`src/rtl/behavioral_not_unit.sv`:
```
// Bit-wise inverter with a combinational output and a one-entry registered,
// handshaked output stage plus an accepted-transaction counter.
module behavioral_not_unit #(
  parameter int WIDTH = 1,
  parameter int CNT_W = 16
) (
  input  logic             clk,
  input  logic             rst_n,
  input  logic [WIDTH-1:0] a,
  output logic [WIDTH-1:0] y,
  input  logic             in_valid,
  output logic             in_ready,
  output logic [WIDTH-1:0] y_q,
  output logic             out_valid,
  input  logic             out_ready,
  output logic [CNT_W-1:0] txn_cnt
);

  logic [WIDTH-1:0] y_q_r;
  logic             out_valid_r;
  logic [CNT_W-1:0] txn_cnt_r;
  logic             in_ready_s;
  logic             accept_s;
  logic             consume_s;

  function automatic logic [WIDTH-1:0] invert(input logic [WIDTH-1:0] v);
    return ~v;
  endfunction

  assign y          = invert(a);
  // Ready depends only on the output stage, never on in_valid.
  assign in_ready_s = !out_valid_r || out_ready;
  assign accept_s   = in_valid && in_ready_s;
  assign consume_s  = out_valid_r && out_ready;

  assign in_ready   = in_ready_s;
  assign y_q        = y_q_r;
  assign out_valid  = out_valid_r;
  assign txn_cnt    = txn_cnt_r;

  // Output register, occupancy flag and wrapping transaction counter.
  always_ff @(posedge clk or negedge rst_n) begin
    if (!rst_n) begin
      y_q_r       <= '0;
      out_valid_r <= 1'b0;
      txn_cnt_r   <= '0;
    end else if (accept_s) begin
      y_q_r       <= invert(a);
      out_valid_r <= 1'b1;
      txn_cnt_r   <= txn_cnt_r + CNT_W'(1);
    end else if (consume_s) begin
      out_valid_r <= 1'b0;
    end else begin
      out_valid_r <= out_valid_r;
    end
  end

endmodule

```
`config.mk`:
```
export PLATFORM = sky130hd
export DESIGN_NAME = behavioral_not_unit
export DESIGN_NICKNAME = d
export VERILOG_FILES = /design/src/rtl/behavioral_not_unit.sv
export SDC_FILE = /design/constraint.sdc
export NUM_CORES = 1
export LEC_CHECK = 0
export BUFFER_PORTS_ARGS = -buffer_cell sky130_fd_sc_hd__buf_2
export CAP_MARGIN = 0
export CORE_MARGIN = 4
export CORE_UTILIZATION = 30
export DETAILED_ROUTE_END_ITERATION = 7
export GPL_ROUTABILITY_DRIVEN = 0
export SYNTH_ARGS = -nofsm -noshare
export SYNTH_HDL_FRONTEND = slang
export SYNTH_SLANG_ARGS = --single-unit
export TNS_END_PERCENT = 100
```
`constraint.sdc`:
```
create_clock -name clk -period 1.3 [get_ports clk]
set_input_delay 0.065 -clock clk [delete_from_list [all_inputs] [get_ports clk]]
set_output_delay 0.065 -clock clk [all_outputs]
set_load 0.05 [all_outputs]
```
==> results of run 1 <==
==> cell usage in the layout, fill, tap and decap left out, types with 2 or more instances in the layout <==
cell and n:
sky130_fd_sc_hd__dfrtp_2 12, sky130_fd_sc_hd__inv_1 2, sky130_fd_sc_hd__nand2_1 7, sky130_fd_sc_hd__xor2_1 7
sky130_fd_sc_hd__dfrtp_1 6, sky130_fd_sc_hd__dlygate4sd3_1 2, sky130_fd_sc_hd__nand3_1 6, sky130_fd_sc_hd__buf_2 24
sky130_fd_sc_hd__nor2_2 3, sky130_fd_sc_hd__nand4_1 2, sky130_fd_sc_hd__clkbuf_4 3, sky130_fd_sc_hd__buf_4 10
sky130_fd_sc_hd__xnor2_1 8, sky130_fd_sc_hd__nor2_1 2
==> cell families (layout without fill, tap and decap cells) <==
group                    after synthesis  count (layout)  share of synthesized area
AND/OR/NAND/NOR                       31              31                      0.241
XOR/XNOR                              15              15                      0.158
flip-flops                            18              18                      0.543
multiplexers                           1               1                     0.0136
buffers and inverters                  4              44                     0.0226
adder cells (fa/ha/maj)                1               1                     0.0151
AO/OA/AOI/OAI                          1               1                    0.00603
==> cells in the mapped netlist <==
master                     count
sky130_fd_sc_hd__dfrtp_1      18
sky130_fd_sc_hd__nand2_1       8
sky130_fd_sc_hd__xnor2_1       8
sky130_fd_sc_hd__xor2_1        7
sky130_fd_sc_hd__nand3_1       6
sky130_fd_sc_hd__nor2_1        6
sky130_fd_sc_hd__inv_1         2
sky130_fd_sc_hd__nand4_1       2
sky130_fd_sc_hd__and3_1        1
sky130_fd_sc_hd__and4_1        1
sky130_fd_sc_hd__and4_4        1
sky130_fd_sc_hd__buf_4         1
sky130_fd_sc_hd__ha_1          1
sky130_fd_sc_hd__inv_2         1
sky130_fd_sc_hd__mux2_2        1
sky130_fd_sc_hd__nand2b_1      1
sky130_fd_sc_hd__nand3_2       1
sky130_fd_sc_hd__nand4_4       1
sky130_fd_sc_hd__nor3_1        1
sky130_fd_sc_hd__nor4_2        1
sky130_fd_sc_hd__nor4b_4       1
sky130_fd_sc_hd__o21ai_0       1
==> registers in the layout, indices dropped and copies added (netlist names) <==
signal	cells
y_q	1
out_valid	1
txn_cnt	16
==> final cells by class <==
class / count / share of cell area
inverter: 3 / 0.00936
tap: 30 / 0.0312
sequential: 18 / 0.387
multi-input combinational: 49 / 0.354
clock buffer: 4 / 0.0301
timing repair buffer: 37 / 0.188
==> how the worst max path moves through the flow <==
stage | from | endpoint | cells after the start
after floorplan | txn_cnt[0] | txn_cnt[12] | 5
after global placement | txn_cnt[1] | txn_cnt[10] | 5
after detailed placement | txn_cnt[1] | txn_cnt[10] | 5
after CTS | txn_cnt[1] | txn_cnt[10] | 5
after global routing | txn_cnt[1] | txn_cnt[10] | 5
final | txn_cnt[1] | txn_cnt[10] | 5
==> layer usage <==
| metal | global-route usage | vias up | part of all wire |
|---|---|---|---|
| met1 | 0.127 | 317 | 0.41 |
| met5 | 0 | - | 0 |
| met3 | 0.0128 | 4 | 0.031 |
| met2 | 0.180 | 11 | 0.53 |
| met4 | 0.0650 | 0 | 0.026 |
| li1 | - | 319 | - |
==> repair_timing <==
action                                 4_1_cts  5_1_grt
setup buffers                                2        1
hold buffers                                 2        0
setup endpoints to repair                    6       12
pin swaps                                    5        6
resized for setup                            1        7
endpoints found under the hold margin       19        0
==> metrics by stage <==
step | setup WS [ps] | std cells
floorplan | -270 | 71
global placement | -49.3 | 132
detailed placement | -106 | 132
CTS | -93.2 | 140
global route | -153 | 141
finish | -82.5 | 141
==> where the power goes <==
group / switching [mW] / internal (mW) / total, mW
Combinational: 0.658 / 0.374 / 1.03
Sequential: 0.138 / 0.691 / 0.829
Clock: 0.176 / 0.171 / 0.347
==> worst reg2reg max path, cell delays in order (launching register included) <==
cell and delay (ps):
sky130_fd_sc_hd__dfrtp_2 410, sky130_fd_sc_hd__ha_4 160, sky130_fd_sc_hd__nand3_4 80, sky130_fd_sc_hd__nor4b_4 340
sky130_fd_sc_hd__nand4_1 160, sky130_fd_sc_hd__xnor2_1 140
==> run_results.csv, run 1 <==
group,metric,value,unit
synthesis,synth_area_leaders,"sky130_fd_sc_hd__dfrtp_1, sky130_fd_sc_hd__xnor2_1, sky130_fd_sc_hd__xor2_1",
finish,drive_above_1_share,0.604,
worst_hold_path,worst_hold_endpoint,"out_valid",
floorplanning,fp-row-count,18,
cts,tritoncts.num_buffers,3,
synthesis,synthesis.yosys.warnings,0,
worst_hold_path,timing.hold.worst_path_depth,3,
setup_path,worst_ep_arrival_time,1570,ps
global_route,grt_start_max_net_pins,19,
setup_path,reg2reg_setup_slack,-80,ps
cts,cts_root_buf,"sky130_fd_sc_hd__clkbuf_4",
setup_path,endpoint_kind,"flip-flop",
cts,cts.reportedPaths.clkPinSlew,110,ps
timing,timing.setup.tns,-248,ps
timing,final-hold-violation-count,0,
floorplanning,fp.coreArea,2570,um2
floorplanning,die-width,60.6,um
finish,num_antenna_cells,0,
worst_hold_path,worstHoldPathType,"in2reg",
timing,maxSlewViolCount,0,
drt,via_per_inst,4.62,
finish,sequential_cell_area,465,um2
global_route,groute.usage.overall,0.106,
global_route,grt_overflow,0,
setup_path,startpoint_type,"flip-flop",
drt,vias,651,
setup_path,crit_slowest_cell,"sky130_fd_sc_hd__dfrtp_2",
power_and_ir_drop,post-layout-total-power,2.21,mW
synthesis,syn-cell-area,830,um2
floorplanning,start_util,0.323,
floorplanning,chipHeight,60.6,um
setup_path,worst_path_dominant_cell_family,"simple AND/OR/NAND/NOR gates",
synthesis,post_synth_num_cell_types,22,
placement,buffer_ports.inserted,24,
cts,clk_lat_worst_skew,290,ps
setup_path,crit-reg2reg-launch,"txn_cnt[1]",
power_and_ir_drop,power.density,1830,nW/um2
setup_path,crit_required,1490,ps
timing,finalCritPeriodShare,1.06,
status,violations,"negative setup slack",
synthesis,netlist_instances,71,
finish,total_area_of_multi_input_combinational_cells,427,um2
cts,cts_tree,"done",
finish,fin_area,1200,um2
drt,final_antenna_net_count,0,
power_and_ir_drop,cellLeakagePower,0.586,nW
finish,fin_util,0.469,
drt,drt_drc_violations_left,0,
timing,worst_skew,6.34,ps
placement,dp_hpwl,1300,um
setup_path,timing.critical_path.cells,"ha_4, nand3_4, nor4b_4, nand4_1, xnor2_1",
setup_path,critical_path.reg2reg.endpoint,"txn_cnt[10]",
timing,final_worst_setup_slack,-82.5,ps
run,timing.max_cap.violations,0,
synthesis,yosysTopAreaCellShare,0.543,
global_route,first_pass_grt_wire_length,2860,um
status,status,"finished with violations",
timing,grt_setup_unrepaired,"true",
setup_path,worstPathBufferInverterCount,0,
synthesis,syn_nets,77,
worst_hold_path,hold_start,"in_valid",
synthesis,yosysTopAreaCell,"sky130_fd_sc_hd__dfrtp_1",
drt,drt_iter0_drc,4,
cts,h_tree_depth,1,
timing,finalHoldWorstSlack,94.5,ps
timing,minimum_clock_period,1380,ps
placement,postPlaceCellArea,1090,um2
synthesis,proportion_of_synthesized_chip_area_in_sequential_cells,0.543,
setup_path,crit_path_max_incr_delay,410,ps
finish,finalNetCount,118,
global_route,vias_in_the_first_global_route,661,
finish,fillers,260,
power_and_ir_drop,ir_worst_vdd,1790,uV
floorplanning,fp.dieArea,3670,um2
timing,max-slew-margin-rel,0.736,
setup_path,rr_worst_depth,5,
synthesis,synth-seq-cells,18,
global_route,antenna_found_initial,0,
setup_path,crit_type,"reg2reg",
finish,layout-area-overhead-vs-synth,45.1,%
setup_path,critical_path.max_fanout,4,
cts,clkSinkCount,18,
floorplanning,number_of_primary_i_o_pins,25,
drt,routed_wl,1710,um
drt,drt_first_pass_iters,3,
drt,per_cell_routed_wire_length,12.1,um
synthesis,avgSynthCellArea,11.7,um2
timing,max_freq,723,MHz
cts,cts-root-to-sink-buffers,2,
timing,actual_transition_at_the_worst_max_transition_pin,396,ps
timing,setup-violations-final,4,
Power figures use the tool's default switching activity.
==> run 2, diff against run 1 <==
HOLD_SLACK_MARGIN = 0.08   (was unset)
RECOVER_POWER = 50   (was unset)
==> run 2 against run 1 <==
The run still ends with negative setup slack left. Sequential power hardly changed. Register-to-register slack about the same. Highest routed layer unchanged. Via count grew 0.31%. Hold slack improved by 38 ps. Non-clock buffer count is 1 higher. Routed wire length is the same. Die area unchanged. Combinational power about the same. Sequential share of layout area shrank 0.20 points. Largest cell class unchanged. Fmax about the same. Total power barely moved.
==> run_results.csv, run 2 (synthesis gave the netlist of run 1 again) <==
group,metric,value,unit
worst_hold_path,worst_hold_endpoint,"txn_cnt[2]",
global_route,antenna_found_initial,0,
setup_path,crit_required,1490,ps
global_route,first_pass_grt_wire_length,2860,um
setup_path,startpoint_type,"flip-flop",
cts,cts-root-to-sink-buffers,2,
setup_path,worstPathBufferInverterCount,0,
drt,routed_wl,1710,um
run,timing.max_cap.violations,0,
timing,final_worst_setup_slack,-82.0,ps
placement,place_ws,-106,ps
floorplanning,number_of_primary_i_o_pins,25,
setup_path,reg2reg_setup_slack,-80,ps
setup_path,endpoint_kind,"flip-flop",
power_and_ir_drop,cellLeakagePower,0.585,nW
placement,postPlaceCellArea,1090,um2
status,violations,"negative setup slack",
worst_hold_path,timing.hold.worst_path_depth,3,
timing,worst_skew,6.45,ps
cts,cts_tree,"done",
setup_path,rr_worst_depth,5,
power_and_ir_drop,ir_worst_vdd,1790,uV
placement,dp_hpwl,1300,um
setup_path,crit_path_max_incr_delay,410,ps
setup_path,crit_slowest_cell,"sky130_fd_sc_hd__dfrtp_2",
worst_hold_path,worstHoldPathType,"in2reg",
setup_path,worst_path_dominant_cell_family,"simple AND/OR/NAND/NOR gates",
setup_path,timing.critical_path.cells,"ha_4, nand3_4, nor4b_4, nand4_1, xnor2_1",
finish,mostFrequentLayoutCells,"sky130_fd_sc_hd__buf_2, sky130_fd_sc_hd__dfrtp_2, sky130_fd_sc_hd__buf_4",
drt,drt_drc_violations_left,0,
finish,layout-area-overhead-vs-synth,45.9,%
setup_path,crit_type,"reg2reg",
finish,drive_above_1_share,0.580,
timing,max-slew-margin-rel,0.367,
drt,final_antenna_net_count,0,
timing,finalCritPeriodShare,1.06,
placement,placedCellCount,132,
timing,minimum_clock_period,1380,ps
cts,cts_root_buf,"sky130_fd_sc_hd__clkbuf_4",
timing,maxSlewViolCount,0,
timing,actual_transition_at_the_worst_max_transition_pin,949,ps
drt,drt_first_pass_iters,3,
finish,final_common_cell,"sky130_fd_sc_hd__buf_2",
drt,via_per_inst,4.60,
drt,drt_iter0_drc,7,
cts,clk_lat_worst_skew,290,ps
floorplanning,start_util,0.323,
finish,fin_area,1210,um2
floorplanning,fp.coreArea,2570,um2
setup_path,crit-reg2reg-launch,"txn_cnt[1]",
finish,num_antenna_cells,0,
finish,fillers,256,
setup_path,critical_path.reg2reg.endpoint,"txn_cnt[10]",
global_route,groute.usage.overall,0.106,
cts,clkSinkCount,18,
floorplanning,die-width,60.6,um
cts,h_tree_depth,1,
cts,tritoncts.num_buffers,3,
timing,grt_setup_unrepaired,"true",
floorplanning,fp.dieArea,3670,um2
timing,max_freq,724,MHz
global_route,vias_in_the_first_global_route,661,
finish,finalNonFillerCells,142,
drt,vias,653,
drt,per_cell_routed_wire_length,12.0,um
setup_path,critical_path.max_fanout,4,
floorplanning,chipHeight,60.6,um
floorplanning,fp-row-count,18,
timing,final-hold-violation-count,0,
timing,setup-violations-final,4,
status,status,"finished with violations",
global_route,grt_overflow,0,
cts,cts.reportedPaths.clkPinSlew,110,ps
global_route,grt_start_max_net_pins,19,
power_and_ir_drop,power.density,1830,nW/um2
setup_path,worst_ep_arrival_time,1570,ps
placement,buffer_ports.inserted,24,
finish,max_ffs_per_register,16,
finish,finalNetCount,119,
worst_hold_path,hold_start,"in_valid",
run 2: report_power, final:
part	internal (mW)	switching [mW]	leakage (nW)	total, mW
clock	0.171	0.176	0.0210	0.347
combinational	0.375	0.658	0.347	1.03
sequential	0.691	0.138	0.217	0.829
run 2: per-layer routing:
metal  part of all wire  GRT usage  wire, um
met5                  0          0         0
met4              0.026     0.0650        44
met3              0.030     0.0128        52
met2               0.53      0.180       907
met1               0.41      0.127       700
run 2: worst max path at each step:
stage	start	endpoint	slack, ps	depth (start not counted)
detailed placement	txn_cnt[1]	txn_cnt[10]	-110	5
CTS	txn_cnt[1]	txn_cnt[10]	-90	5
global route	txn_cnt[1]	txn_cnt[10]	-150	5
global placement	txn_cnt[1]	txn_cnt[10]	-50	5
finish	txn_cnt[1]	txn_cnt[10]	-80	5
floorplan	txn_cnt[0]	txn_cnt[12]	-270	5
run 2: worst register-to-register path, delay by kind of cell, from the launching register on:
family | cells | cell delay, ps
xor+xnor | 1 | 140
fa+ha+maj | 1 | 160
flops | 1 | 410
simple gates | 3 | 580
run 2: area by class of cell:
cell class              instances  area (um2)  area share
inverters                       3        11.3     0.00931
flip-flops and latches         18         465       0.385
well taps                      30        37.5      0.0310
multi-input cells              49         424       0.351
clock buffers                   4        36.3      0.0300
repair buffers                 38         235       0.194
run 2: repair_timing:
item	4_1_cts	5_1_grt
setup endpoints to repair	6	12
gates resized for setup	1	7
endpoints found under the hold margin	20	0
pin swaps	5	6
buffers inserted	2	1
hold buffers	3	0
run 2: through the flow:
step | power (mW) | hold slack (ps) | TNS, ps | utilization
after floorplan | 1.48 | -231 | -1120 | -
after CTS | 2.20 | 120 | -311 | 0.458
after global placement | 1.77 | 14.5 | -130 | 0.424
after detailed placement | 1.80 | 22.9 | -321 | 0.424
final | 2.21 | 133 | -248 | 0.471
after global routing | 2.33 | 130 | -1230 | 0.471
==> run 3, diff against run 2 <==
CELL_PAD_IN_SITES_DETAIL_PLACEMENT = 2   (was unset)
CELL_PAD_IN_SITES_GLOBAL_PLACEMENT = 2   (was unset)
CORE_UTILIZATION = 28   (was 30)
PLACE_DENSITY_LB_ADDON = 0.1   (was unset)
==> run 3 against run 2 <==
The run still ends with negative setup slack left. Highest routed layer unchanged. Via count grew 9.2%. Fmax down 2.2%. Critical path depth stayed put.
==> run_results.csv, run 3 (synthesis gave the netlist of run 1 again) <==
group,metric,value,unit
status,status,"finished with violations",
finish,fin_area,1280,um2
floorplanning,fp.dieArea,3900,um2
cts,cts-root-to-sink-buffers,2,
power_and_ir_drop,sw_frac_of_total,0.440,
timing,worst_skew,12.7,ps
power_and_ir_drop,power_frac_clock,0.158,
cts,clkSinkCount,18,
floorplanning,fp.coreArea,2810,um2
timing,max-slew-margin-rel,0.680,
drt,drt_first_pass_iters,4,
floorplanning,fp-row-count,19,
global_route,vias_in_the_first_global_route,771,
timing,maxSlewViolCount,0,
status,violations,"negative setup slack",
setup_path,startpoint_type,"flip-flop",
cts,tritoncts.num_buffers,3,
cts,cts_root_buf,"sky130_fd_sc_hd__clkbuf_4",
worst_hold_path,worstHoldPathType,"in2reg",
timing,max_freq,707,MHz
setup_path,crit_type,"reg2reg",
timing,actual_transition_at_the_worst_max_transition_pin,480,ps
setup_path,critical_path.reg2reg.endpoint,"txn_cnt[10]",
power_and_ir_drop,ir_worst_vdd,989,uV
placement,postPlaceCellArea,1110,um2
drt,vias,713,
global_route,groute.usage.overall,0.129,
placement,dp_hpwl,1710,um
setup_path,crit-reg2reg-launch,"txn_cnt[1]",
finish,finalNetCount,127,
finish,mostFrequentLayoutCells,"sky130_fd_sc_hd__buf_4, sky130_fd_sc_hd__buf_2, sky130_fd_sc_hd__dfrtp_2",
power_and_ir_drop,cellLeakagePower,0.621,nW
global_route,grt_start_max_net_pins,19,
finish,max_ffs_per_register,16,
worst_hold_path,timing.hold.worst_path_depth,3,
power_and_ir_drop,comb_power_share,0.489,
timing,final-hold-violation-count,0,
drt,per_cell_routed_wire_length,16.5,um
run,timing.max_cap.violations,0,
floorplanning,start_util,0.296,
drt,final_antenna_net_count,0,
power_and_ir_drop,power_switching,1.01,mW
drt,via_per_inst,4.72,
timing,setup-violations-final,4,
setup_path,reg2reg_setup_slack,-110,ps
floorplanning,chipHeight,62.4,um
setup_path,worst_ep_arrival_time,1610,ps
drt,drt_drc_violations_left,0,
finish,drive_above_1_share,0.617,
placement,buffer_ports.inserted,24,
global_route,antenna_found_initial,0,
timing,finalCritPeriodShare,1.09,
finish,layout-area-overhead-vs-synth,54.0,%
power_and_ir_drop,pwr-share-seq,0.353,
timing,timing.setup.tns,-263,ps
finish,final_common_cell,"sky130_fd_sc_hd__buf_4",
cts,cts.reportedPaths.clkPinSlew,120,ps
global_route,first_pass_grt_wire_length,4000,um
finish,num_antenna_cells,0,
global_route,grt_overflow,0,
power_and_ir_drop,power.density,1790,nW/um2
timing,final_worst_setup_slack,-114,ps
timing,minimum_clock_period,1410,ps
worst_hold_path,hold_start,"out_ready",
floorplanning,die-width,62.4,um
setup_path,rr_worst_depth,5,
cts,h_tree_depth,1,
drt,drt_iter0_drc,11,
cts,clk_lat_worst_skew,300,ps
timing,grt_setup_unrepaired,"true",
worst_hold_path,worst_hold_endpoint,"out_valid",
floorplanning,number_of_primary_i_o_pins,25,
setup_path,critical_path.max_fanout,4,
power_and_ir_drop,power_report.internal_total,1.28,mW
drt,routed_wl,2490,um
cts,cts_tree,"done",
finish,fin_util,0.455,
setup_path,crit_required,1500,ps
setup_path,endpoint_kind,"flip-flop",
## run 3: cell count changes in the layout (fill, tap and decap cells not counted), sizes merged
cell	before	now
buf	29	37
## run 3: final cells by class
| class | count | area, um2 |
|---|---|---|
| Sequential cell | 18 | 465 |
| Fill cell | 299 | 1530 |
| Inverter | 3 | 11.3 |
| Timing Repair Buffer | 46 | 303 |
| Clock buffer | 4 | 36.3 |
| Multi-Input combinational cell | 49 | 423 |
| Tap cell | 31 | 38.8 |
## run 3: worst max path at each step
| stage | start | endpoint | cells after the start |
|---|---|---|---|
| 2_1_floorplan | txn_cnt[0] | txn_cnt[12] | 5 |
| 5_1_grt | txn_cnt[1] | txn_cnt[10] | 5 |
| 3_5_place_dp | txn_cnt[1] | txn_cnt[10] | 5 |
| 6_report | txn_cnt[1] | txn_cnt[10] | 5 |
| 3_3_place_gp | txn_cnt[1] | txn_cnt[10] | 5 |
| 4_1_cts | txn_cnt[1] | txn_cnt[10] | 5 |
## run 3: timing repair
item / CTS / global route
endpoints found under the hold margin: 20 / 0
pin swaps: 9 / 4
hold buffers: 3 / 0
resized for setup: 4 / 6
endpoints found under the setup margin: 8 / 9
buffers inserted: 4 / 5
## run 3: power by group through the flow
stage	Combinational, mW	Clock (mW)	Sequential (mW)
global route	1.21	0.398	0.828
detailed placement	1.01	0	0.843
global placement	0.977	0	0.830
finish	1.12	0.362	0.809
CTS	1.09	0.364	0.813
floorplan	0.242	0	1.24
## run 3: worst max-delay path, stage by stage, from the launching register on
cell and delay, ps:
sky130_fd_sc_hd__dfrtp_2 410, sky130_fd_sc_hd__ha_4 160, sky130_fd_sc_hd__nand3_4 70, sky130_fd_sc_hd__nor4b_4 350, sky130_fd_sc_hd__nand4_1 170, sky130_fd_sc_hd__xnor2_1 160
## run 3: routing by layer
layer	vias to the layer above	track usage	wire [um]
met5	-	0	0
met1	361	0.167	1180
met3	2	0.0324	89
met2	15	0.213	1220
met4	0	0.0331	13
li1	335	-	-
## run 3: stage by stage
stage,hold slack [ps],instances,total power [mW],setup slack (ps)
3_5_place_dp,34.2,135,1.85,-113
4_1_cts,113,146,2.27,-110
3_3_place_gp,33.8,135,1.81,-52.2
6_report,114,151,2.29,-114
2_1_floorplan,-231,71,1.48,-270
5_1_grt,131,151,2.44,-218
